$ cat config.mk
export PLATFORM = sky130hd
export DESIGN_NAME = hybrid_cache
export DESIGN_NICKNAME = d
export VERILOG_FILES = /design/src/rtl/hybrid_cache.sv
export SDC_FILE = /design/constraint.sdc
export NUM_CORES = 2
export LEC_CHECK = 0
export BUFFER_PORTS_ARGS = -buffer_cell sky130_fd_sc_hd__buf_2
export CAP_MARGIN = 20
export CORE_UTILIZATION = 25
export DETAILED_ROUTE_END_ITERATION = 8
export PLACE_DENSITY = 0.36
export REMOVE_ABC_BUFFERS = 1
export SYNTH_ARGS = -nofsm -noshare
export SYNTH_HDL_FRONTEND = slang
export SYNTH_SLANG_ARGS = --single-unit
$ cat constraint.sdc
create_clock -name clk -period 10.5 [get_ports clk]
set_input_delay 1.575 -clock clk [delete_from_list [all_inputs] [get_ports clk]]
set_output_delay 1.575 -clock clk [all_outputs]
set_load 0.01 [all_outputs]
$ cat src/rtl/hybrid_cache.sv
// Shared L1 for one CPU: write-back/write-allocate dcache plus read-only icache,
// served one request at a time by a single controller that owns the word-memory port.

module hybrid_cache_fifo #(
  parameter int W     = 8,
  parameter int DEPTH = 4
) (
  input  logic         clk,
  input  logic         reset_n,
  input  logic         push,
  input  logic         pop,
  input  logic [W-1:0] din,
  output logic [W-1:0] dout,
  output logic         empty,
  output logic         ready
);
  localparam int PW = (DEPTH > 1) ? $clog2(DEPTH) : 1;
  localparam int CW = $clog2(DEPTH + 1);

  logic [W-1:0]  store [DEPTH];
  logic [PW-1:0] wr_ptr, rd_ptr;
  logic [CW-1:0] count;
  logic          do_push, do_pop;

  assign ready   = (count != CW'(DEPTH));
  assign empty   = (count == '0);
  assign do_push = push && ready;
  assign do_pop  = pop && !empty;
  assign dout    = store[rd_ptr];

  function automatic logic [PW-1:0] next_ptr(input logic [PW-1:0] p);
    return (p == PW'(DEPTH - 1)) ? '0 : p + 1'b1;
  endfunction

  // NOTE: sequential state uses non-blocking assignments so every flop samples pre-edge values.
  always_ff @(posedge clk) begin
    if (!reset_n) begin
      wr_ptr <= '0;
      rd_ptr <= '0;
      count  <= '0;
    end else begin
      if (do_push) wr_ptr <= next_ptr(wr_ptr);
      if (do_pop)  rd_ptr <= next_ptr(rd_ptr);
      case ({do_push, do_pop})
        2'b10:   count <= count + 1'b1;
        2'b01:   count <= count - 1'b1;
        default: count <= count;
      endcase
    end
  end

  // NOTE: storage arrays carry no reset; the pointers and count alone define what is valid.
  always_ff @(posedge clk) begin
    if (do_push) store[wr_ptr] <= din;
  end
endmodule

module hybrid_cache #(
  parameter int ADDRBITS    = 32,
  parameter int DATABITS    = 32,
  parameter int WORDLENBITS = 2,
  parameter int LINEBITS    = 3,
  parameter int WORDBITS    = 2,
  parameter int QDEPTH      = 4
) (
  input  logic                   clk,
  input  logic                   reset_n,
  input  logic [ADDRBITS-1:0]    dcache_rdaddr,
  input  logic                   dcache_rdreq,
  output logic [DATABITS-1:0]    dcache_out,
  output logic                   dcache_out_valid,
  output logic                   dcache_rd_ready,
  input  logic [ADDRBITS-1:0]    dcache_wraddr,
  input  logic                   dcache_wrreq,
  input  logic [DATABITS-1:0]    dcache_in,
  input  logic [WORDLENBITS-1:0] dcache_in_wordlen,
  output logic                   dcache_wr_ready,
  input  logic [ADDRBITS-1:0]    icache_rdaddr,
  input  logic                   icache_rdreq,
  output logic [DATABITS-1:0]    icache_out,
  output logic                   icache_out_valid,
  output logic                   icache_rd_ready,
  output logic [ADDRBITS-1:0]    mem_addr,
  output logic [DATABITS-1:0]    mem_in,
  input  logic [DATABITS-1:0]    mem_out,
  input  logic                   mem_out_valid,
  output logic                   mem_wrreq,
  output logic                   mem_rdreq
);
  localparam int LINES   = 1 << LINEBITS;
  localparam int WORDS   = 1 << WORDBITS;
  localparam int IDX_LSB = 2 + WORDBITS;
  localparam int TAG_LSB = IDX_LSB + LINEBITS;
  localparam int TAGW    = ADDRBITS - TAG_LSB;
  localparam int WFW     = ADDRBITS + DATABITS + WORDLENBITS;

  localparam logic [2:0] S_IDLE = 3'd0, S_LOOKUP = 3'd1, S_WB = 3'd2, S_FILL = 3'd3, S_HIT_DONE = 3'd4;
  localparam logic [1:0] OP_WR = 2'd0, OP_RD = 2'd1, OP_IF = 2'd2;

  logic [WFW-1:0]         wf_dout;
  logic [ADDRBITS-1:0]    wf_addr, rf_dout, if_dout;
  logic [DATABITS-1:0]    wf_data;
  logic [WORDLENBITS-1:0] wf_len;
  logic                   wf_empty, rf_empty, if_empty;
  logic                   pop_wr, pop_rd, pop_if;

  logic [2:0]             state;
  logic [1:0]             op;
  logic [ADDRBITS-1:0]    req_addr;
  logic [DATABITS-1:0]    req_data;
  logic [WORDLENBITS-1:0] req_len;
  logic [WORDBITS-1:0]    cnt;
  logic                   waiting;

  logic [LINES-1:0]       d_valid, d_dirty, i_valid;
  logic [TAGW-1:0]        d_tag [LINES];
  logic [TAGW-1:0]        i_tag [LINES];
  logic [DATABITS-1:0]    d_data [LINES][WORDS];
  logic [DATABITS-1:0]    i_data [LINES][WORDS];

  logic [LINEBITS-1:0]    idx;
  logic [WORDBITS-1:0]    off;
  logic [TAGW-1:0]        tag;
  logic                   d_tag_eq, hit, need_wb, fill_beat, last_word;

  hybrid_cache_fifo #(.W(WFW), .DEPTH(QDEPTH)) u_wr_fifo (
    .clk, .reset_n, .push(dcache_wrreq), .pop(pop_wr),
    .din({dcache_wraddr, dcache_in, dcache_in_wordlen}), .dout(wf_dout),
    .empty(wf_empty), .ready(dcache_wr_ready)
  );
  hybrid_cache_fifo #(.W(ADDRBITS), .DEPTH(QDEPTH)) u_rd_fifo (
    .clk, .reset_n, .push(dcache_rdreq), .pop(pop_rd), .din(dcache_rdaddr),
    .dout(rf_dout), .empty(rf_empty), .ready(dcache_rd_ready)
  );
  hybrid_cache_fifo #(.W(ADDRBITS), .DEPTH(QDEPTH)) u_if_fifo (
    .clk, .reset_n, .push(icache_rdreq), .pop(pop_if), .din(icache_rdaddr),
    .dout(if_dout), .empty(if_empty), .ready(icache_rd_ready)
  );

  assign {wf_addr, wf_data, wf_len} = wf_dout;

  // Fixed priority: stores, then data reads, then fetches.
  assign pop_wr = (state == S_IDLE) && !wf_empty;
  assign pop_rd = (state == S_IDLE) && wf_empty && !rf_empty;
  assign pop_if = (state == S_IDLE) && wf_empty && rf_empty && !if_empty;

  assign idx       = req_addr[TAG_LSB-1:IDX_LSB];
  assign off       = req_addr[IDX_LSB-1:2];
  assign tag       = req_addr[ADDRBITS-1:TAG_LSB];
  assign d_tag_eq  = (d_tag[idx] == tag);
  assign hit       = (op == OP_IF) ? (i_valid[idx] && i_tag[idx] == tag) : (d_valid[idx] && d_tag_eq);
  // A fetch flushes only a same-tag dirty line; a data miss evicts a different-tag dirty line.
  assign need_wb   = d_valid[idx] && d_dirty[idx] && ((op == OP_IF) ? d_tag_eq : !d_tag_eq);
  assign fill_beat = (state == S_FILL) && waiting && !mem_rdreq && mem_out_valid;
  assign last_word = &cnt;

  function automatic logic [DATABITS-1:0] merge_word(input logic [DATABITS-1:0]    old_w,
                                                     input logic [DATABITS-1:0]    new_w,
                                                     input logic [WORDLENBITS-1:0] len,
                                                     input logic [1:0]             lane);
    logic [DATABITS-1:0] w;
    // NOTE: blocking assignments inside combinational code; w gets a full default first so nothing latches.
    w = old_w;
    if (len == WORDLENBITS'(0))      w[{lane, 3'b000} +: 8]     = new_w[7:0];
    else if (len == WORDLENBITS'(1)) w[{lane[1], 4'b0000} +: 16] = new_w[15:0];
    else                             w = new_w;
    return w;
  endfunction

  always_ff @(posedge clk) begin
    if (!reset_n) begin
      state            <= S_IDLE;
      op               <= OP_WR;
      req_addr         <= '0;
      req_data         <= '0;
      req_len          <= '0;
      cnt              <= '0;
      waiting          <= 1'b0;
      d_valid          <= '0;
      d_dirty          <= '0;
      i_valid          <= '0;
      dcache_out       <= '0;
      dcache_out_valid <= 1'b0;
      icache_out       <= '0;
      icache_out_valid <= 1'b0;
      mem_addr         <= '0;
      mem_in           <= '0;
      mem_wrreq        <= 1'b0;
      mem_rdreq        <= 1'b0;
    end else begin
      dcache_out_valid <= 1'b0;
      icache_out_valid <= 1'b0;
      mem_wrreq        <= 1'b0;
      mem_rdreq        <= 1'b0;
      case (state)
        S_IDLE: begin
          if (pop_wr) begin
            op <= OP_WR; req_addr <= wf_addr; req_data <= wf_data; req_len <= wf_len;
            state <= S_LOOKUP;
          end else if (pop_rd) begin
            op <= OP_RD; req_addr <= rf_dout; state <= S_LOOKUP;
          end else if (pop_if) begin
            op <= OP_IF; req_addr <= if_dout; state <= S_LOOKUP;
          end
        end
        S_LOOKUP: begin
          cnt     <= '0;
          waiting <= 1'b0;
          if (hit)          state <= S_HIT_DONE;
          else if (need_wb) state <= S_WB;
          else              state <= S_FILL;
        end
        S_WB: begin
          mem_wrreq <= 1'b1;
          mem_addr  <= {d_tag[idx], idx, cnt, 2'b00};
          mem_in    <= d_data[idx][cnt];
          cnt       <= cnt + 1'b1;
          if (last_word) begin
            d_dirty[idx] <= 1'b0;
            state        <= S_FILL;
          end
        end
        S_FILL: begin
          if (!waiting) begin
            mem_rdreq <= 1'b1;
            mem_addr  <= {tag, idx, cnt, 2'b00};
            waiting   <= 1'b1;
          end else if (fill_beat) begin
            waiting <= 1'b0;
            cnt     <= cnt + 1'b1;
            if (last_word) begin
              if (op == OP_IF) i_valid[idx] <= 1'b1;
              else begin
                d_valid[idx] <= 1'b1;
                d_dirty[idx] <= 1'b0;
              end
              state <= S_HIT_DONE;
            end
          end
        end
        S_HIT_DONE: begin
          state <= S_IDLE;
          case (op)
            OP_RD:   begin dcache_out <= d_data[idx][off]; dcache_out_valid <= 1'b1; end
            OP_IF:   begin icache_out <= i_data[idx][off]; icache_out_valid <= 1'b1; end
            default: d_dirty[idx] <= 1'b1;
          endcase
        end
        default: state <= S_IDLE;
      endcase
    end
  end

  // Tags and data need no reset: the valid bits above gate every use of them.
  always_ff @(posedge clk) begin
    if (fill_beat) begin
      if (op == OP_IF) i_data[idx][cnt] <= mem_out;
      else             d_data[idx][cnt] <= mem_out;
      if (last_word) begin
        if (op == OP_IF) i_tag[idx] <= tag;
        else             d_tag[idx] <= tag;
      end
    end
    if (state == S_HIT_DONE && op == OP_WR)
      d_data[idx][off] <= merge_word(d_data[idx][off], req_data, req_len, req_addr[1:0]);
  end
endmodule

# Yosys cells after proc, flatten, opt, wreduce, memory -nomap -nowiden
# Memories as Yosys holds them, arrays and structs flattened. A register that Yosys moved wholly into a read port is not among the register bits.
# Cells that the tools add are included.
dict set report word_totals {
  reg_bits 251
  ram_bits 2968
  inputBits 168
  mem_count 7
}
dict set report op_classes {
  addsub 15
  n_lt_le_gt_ge 6
  eq_ne 32
  shift 4
  n_mux 233
  bitwise_logic 136
  n_reduce_logical 55
}
# memory words word_bits rd rd_clocked_by_memory_dff wr line_no
set mem_list {}
lappend mem_list {d_data 8 128 1 1 1 118} ;# logic [DATABITS-1:0] d_data [LINES][WORDS];
lappend mem_list {i_data 8 128 1 1 1 119} ;# logic [DATABITS-1:0] i_data [LINES][WORDS];
lappend mem_list {u_wr_fifo.store 4 66 1 1 1 20} ;# logic [W-1:0] store [DEPTH];
lappend mem_list {d_tag 8 25 1 1 1 116} ;# logic [TAGW-1:0] d_tag [LINES];
lappend mem_list {i_tag 8 25 1 1 1 117} ;# logic [TAGW-1:0] i_tag [LINES];
lappend mem_list {u_if_fifo.store 4 32 1 1 1 20}
lappend mem_list {{+1 memories} n/a n/a n/a n/a n/a n/a}
# op count
set op_table {}
lappend op_table {{32-bit 2-to-1 mux} 15}
lappend op_table {{128-bit 2-to-1 mux} 3}
lappend op_table {{32-bit binary-select mux with 2-bit select} 3}
lappend op_table {{1-bit 2-to-1 mux} 157}
lappend op_table {{32-bit demux with 2-bit select} 2}
lappend op_table {{1-bit OR} 128}
lappend op_table {{32-bit bitwise mux} 2}
lappend op_table {{32-bit one-hot mux with 2 select lines} 1}
lappend op_table {{25-bit equality test} 2}
lappend op_table {{3-bit 2-to-1 mux} 16}
lappend op_table {{8-bit 2-to-1 mux} 6}
lappend op_table {{2-bit 2-to-1 mux} 17}
lappend op_table {{16-bit by 7-bit variable shift with 32-bit output, first input constant} 1}
lappend op_table {{8-bit by 7-bit variable shift with 32-bit output, first input constant} 1}
lappend op_table {{16-bit by 7-bit variable part select with 32-bit output} 1}
lappend op_table {{8-bit by 7-bit variable part select with 32-bit output} 1}
lappend op_table {{8-bit OR} 3}
lappend op_table {{8-bit one-hot mux with 3 select lines} 1}
lappend op_table {{1-bit logical AND} 22}
lappend op_table {{2-bit equality test, second input constant} 10}
lappend op_table {{3-bit one-hot mux with 2 select lines} 3}
lappend op_table {{2-bit AND reduction} 8}
lappend op_table {{2-bit by 1-bit adder with 2-bit output, second input constant} 7}
lappend op_table {{2-bit != test, second input constant} 7}
lappend op_table {{32 further kinds} 64}

# Depth between registers and ports, before layout
dict set report logic_depth {
  ltp_word 11
  ltp_mapped 12
  mapped_depth_nobuf 10
}

# Hierarchy
# From an unflattened synthesis, not the netlist that was laid out.
dict set report hier_totals {
  cells_unflattened 6287
  hier_area_um2 126475.0
}
# mod instances cells_each area_each_um2 seq_area_each_um2
set by_module_without_submodules {}
lappend by_module_without_submodules {hybrid_cache 1 5441 106253.2 78134.9}
lappend by_module_without_submodules {{hybrid_cache_fifo (u_if_fifo ...)} 2 223 5104.9 4023.9}
lappend by_module_without_submodules {{hybrid_cache_fifo (u_wr_fifo)} 1 400 10012.1 8107.8}

# Least setup slack after synthesis
# Ideal clock, no wire load.
dict set report synth_timing {
  path_type {input-to-reg}
  startpoint {input mem_out_valid}
  endpoint {memory i_data[0][0] (netlist name) (enable)}
  setup_ps 423
  arrival_time_ps 3876
  t_required_ps 10077
  slack_ps 6202
  stages 5
  path_cell_list {nand3b_1 nor3_1 nand2_1 clkbuf_1 nor2_1}
}
dict set report synth_via {
  elab_chain_len 3
}
# element line_no
set synth_rtl {}
lappend synth_rtl {{start: declaration} 86} ;# input logic mem_out_valid,
lappend synth_rtl {{1-bit logical AND} 154} ;# assign fill_beat = (state == S_FILL) && waiting && !mem_rdreq && mem_out_valid;
lappend synth_rtl {{1-bit 2-to-1 mux} 256} ;# if (fill_beat) begin
lappend synth_rtl {{128-bit 2-to-1 mux (not written as such)} 257} ;# if (op == OP_IF) i_data[idx][cnt] <= mem_out;
lappend synth_rtl {{end: declaration} 119}
# No other way between the ends.

==> run_results.csv <==
group,metric,value,unit
clocking,cts_buffer_depth,4,
synthesis,synthArstFlopShare,0,%
synthesis,ys_top_cells_by_area,"edfxtp_1 71%, mux4_2 14%, dfxtp_1 4.1%",
drt,vias,65100,
sta,fin_skew,0.0933,ns
setup_path,cp_top_family,"buffers and inverters",
synthesis,synth.distinct_cells,65,
sta,finalSetupViolations,0,
sta,final_hold_viol_count,0,
final_layout,layout-drive-gt1-share,27.7,%
min_path,min_path_type,"reg2reg",
clocking,worstSkewPairLatency,1.00,ns
drt,detail_route.wl_per_cell,31.2,um
setup_path,cp_data_arrival_time,5.82,ns
synthesis,postSynthCellCount,6356,
sta,tightest_slew,1.21,ns
clocking,cts_resized,0,
flow_run,cap_violations,0,
sta,drv_slew,0,
clocking,cts_max_level,5,
synthesis,synth-main-ff-cell,"edfxtp_1",
sta,relSlewSlack,19.6,%
global_route,grt_pass1_vias,67400,
clocking,path_clk_slew,0.05,ns
clocking,cts_buffers,373,
synthesis,synth.cells.most_frequent,"2968 x edfxtp_1, 759 x mux4_2, 381 x nand2_1",
final_layout,syn2layout_area_growth,18.4,%
setup_path,crit_slowest_cell,"buf_4",
pwr,p_per_area,247,nW/um^2
setup_path,crit_chain,"buf_4 -> buf_4 -> mux4_2 -> mux2i_1 -> mux2_2 -> o21ai_1 -> mux2_2 -> a221oi_2 -> o21ai_0",
synthesis,netlist_area,126000,um^2
synthesis,yosysTopAreaCell,"edfxtp_1",
synthesis,ys_warn_count,0,
die,die_h,711,um
setup_path,crit_path_max_incr_delay,0.87,ns
setup_path,cp-end-kind,"register",
sta,fin_crit_sh,49.8,%
drt,drt_iter0_markers,5379,
clocking,hold_buffers,0,
synthesis,synth_seq_area_share,75.0,%
die,placementRows,260,
global_route,antenna_found_initial,99,
synthesis,syn_area_per_cell,19.8,um^2
setup_path,worstPathRequired,11.09,ns
die,die_x,711,um
clocking,post_cts_buffers,0,
synthesis,yosysTopAreaCellShare,70.9,%
drt,via_per_inst,4.68,
synthesis,ys_seq_elements,3226,
global_route,grt_pass1_wl,587000,um
drt,drt-total-wl,433000,um
clocking,cts_tree,"built",
setup_path,path_buf_inv,2,
drt,ant_nets,0,
pwr,p_leak,46.1,nW
place,port_buffers,300,
outcome,status,"finished, final reports clean",
sta,clock.fmax,191,MHz
sta,min_period,5.23,ns
final_layout,design_area,149000,um^2
drt,route.detailed.drc,0,
setup_path,start_kind,"register",
final_layout,fillers,49100,
final_layout,final_net_count,7077,
global_route,grt_max_degree,125,
die,initial_core_util,25.1,%
synthesis,synth_edf_count,2968,
global_route,grt_overflow,0,
die,die-area,506000,um^2
sta,rsz0062_at_grt,"no",
setup_path,crit_fanout,45,
clocking,numClockSinks,3226,
clocking,clock-root-buffer,"clkbuf_16",
drt,first_pass_iters,5,
synthesis,synth_most_common_cell,"edfxtp_1",
die,core-area,501000,um^2
global_route,global_route.usage.total,16.7,%
setup_path,path_class,"reg2reg",
place,post_dp_cell_area,136000,um^2
die,ioPinCount,303,
place,gp_congestion,0.727,
sta,setup_tns,0,ns
place,dp_hpwl,250000,um
pwr,vdd_ir_drop_max,0.178,mV
[sequential cells by signal, indices dropped and copies added (netlist names), 8 cells and up, named ones only]
register         flops
u_if_fifo.store    128
dcache_out          32
req_addr            32
i_valid              8
i_data            1024
d_data            1024
d_tag              200
u_rd_fifo.store    128
mem_addr            30
d_valid              8
i_tag              200
mem_in              32
u_wr_fifo.store    264
req_data            32
icache_out          32
[path summary, 6_finish.rpt]
kind                     start             end  slack, ns  cells after the start
setup / recovery      register  d_data[5][114]       5.27                      9
hold / removal    req_data[28]    req_data[28]       0.46                      2
setup reg to reg      register  d_data[5][114]       5.27                      9
hold reg to reg   req_data[28]    req_data[28]       0.46                      2
[report_power, final]
group | leakage (nW) | switching, mW | internal (mW) | total, mW
clock network | 6.01 | 5.40 | 7.72 | 13.1
registers | 28.9 | 0.574 | 14.6 | 15.2
logic | 11.1 | 5.22 | 3.26 | 8.48
total | 46.1 | 11.2 | 25.6 | 36.8
[per-layer routing]
layer | vias to the layer above | wire length [um] | GRT usage (%)
met3 | 539 | 25200 | 3.38
met4 | 62 | 9190 | 3.52
met2 | 1810 | 203000 | 27.1
met1 | 35600 | 195000 | 23.3
li1 | 27100 | - | -
met5 | - | 387 | 0
[layout make-up]
class                      instances  area [um^2]  area share, %
sequential                      3226        94300           63.4
multi-input combinational       2732        30300           20.4
clock buffer                     521        10400           6.97
tap                             6681         8360           5.62
timing repair buffer             512         3280           2.20
clock inverter                   171         1950           1.31
inverter                          31          125         0.0841
antenna                           28         70.1         0.0471
[stage by stage]
step           hold WS, ns  setup WS (ns)  cells  utilization [%]  total power, mW
2_1_floorplan        0.433         -20.06   5989                -             22.9
5_1_grt              0.475           4.82  13900             29.7             38.2
4_1_cts              0.459           5.17  13900             29.7             37.4
3_5_place_dp         0.450           5.19  13200             27.2             24.1
3_3_place_gp         0.446           5.27  13200             27.2             24.1
6_report             0.458           5.27  13900             29.7             36.8
[logic make-up after synthesis]
logic type                 after synthesis  share of synthesized area [%]
DFF                                   3226                           75.0
muxes                                 1182                           17.0
and+or+nand+nor                        888                           2.95
AOI/OAI and AO/OA                      586                           2.94
buffers and inverters                  399                           1.45
xor gates and xnor gates                41                          0.286
adders and majority gates               33                          0.346
other                                    1                        0.00298
[cell usage in the layout (no fill, tap or decap), types with 11 or more instances in the layout]
cell       netlist  final
mux4_2         759    759
buf_12           0     13
nor2_1         337    249
or3_1           17     17
dfxtp_1        258    247
a22oi_1         55     55
o22ai_1         54     54
nor3_1          49     47
a21oi_1        159    155
nand2_1        381    380
clkinv_2         0     62
buf_4           38    198
clkbuf_16        0    377
a31oi_1         19     19
mux2i_1        378    378
a221oi_1        20     20
nor2_4           0     77
o21ai_0        129    129
xor2_1          34     34
clkinv_1         0     45
and2_1          17     15
bufinv_16        0     33
nor2_2           0     11
a211oi_1        73     73
edfxtp_1      2968   2968
a22o_1          22     22
inv_1           28     27
clkbuf_1       208    105
diode_2          0     28
and3_1          20     12
ha_1            30     30
buf_2           80    300
a311oi_1        12     12
clkbuf_8         0     39
mux2_2          43     43
nand3_1         18     18
[worst register-to-register path, delay by kind of cell (launching register included)]
family | cells | cell delay [ns]
compound gates | 3 | 0.98
buf+inv | 2 | 1.68
flops | 1 | 0.75
mux | 4 | 1.45
Note: power is estimated with default switching activity, not from simulation.
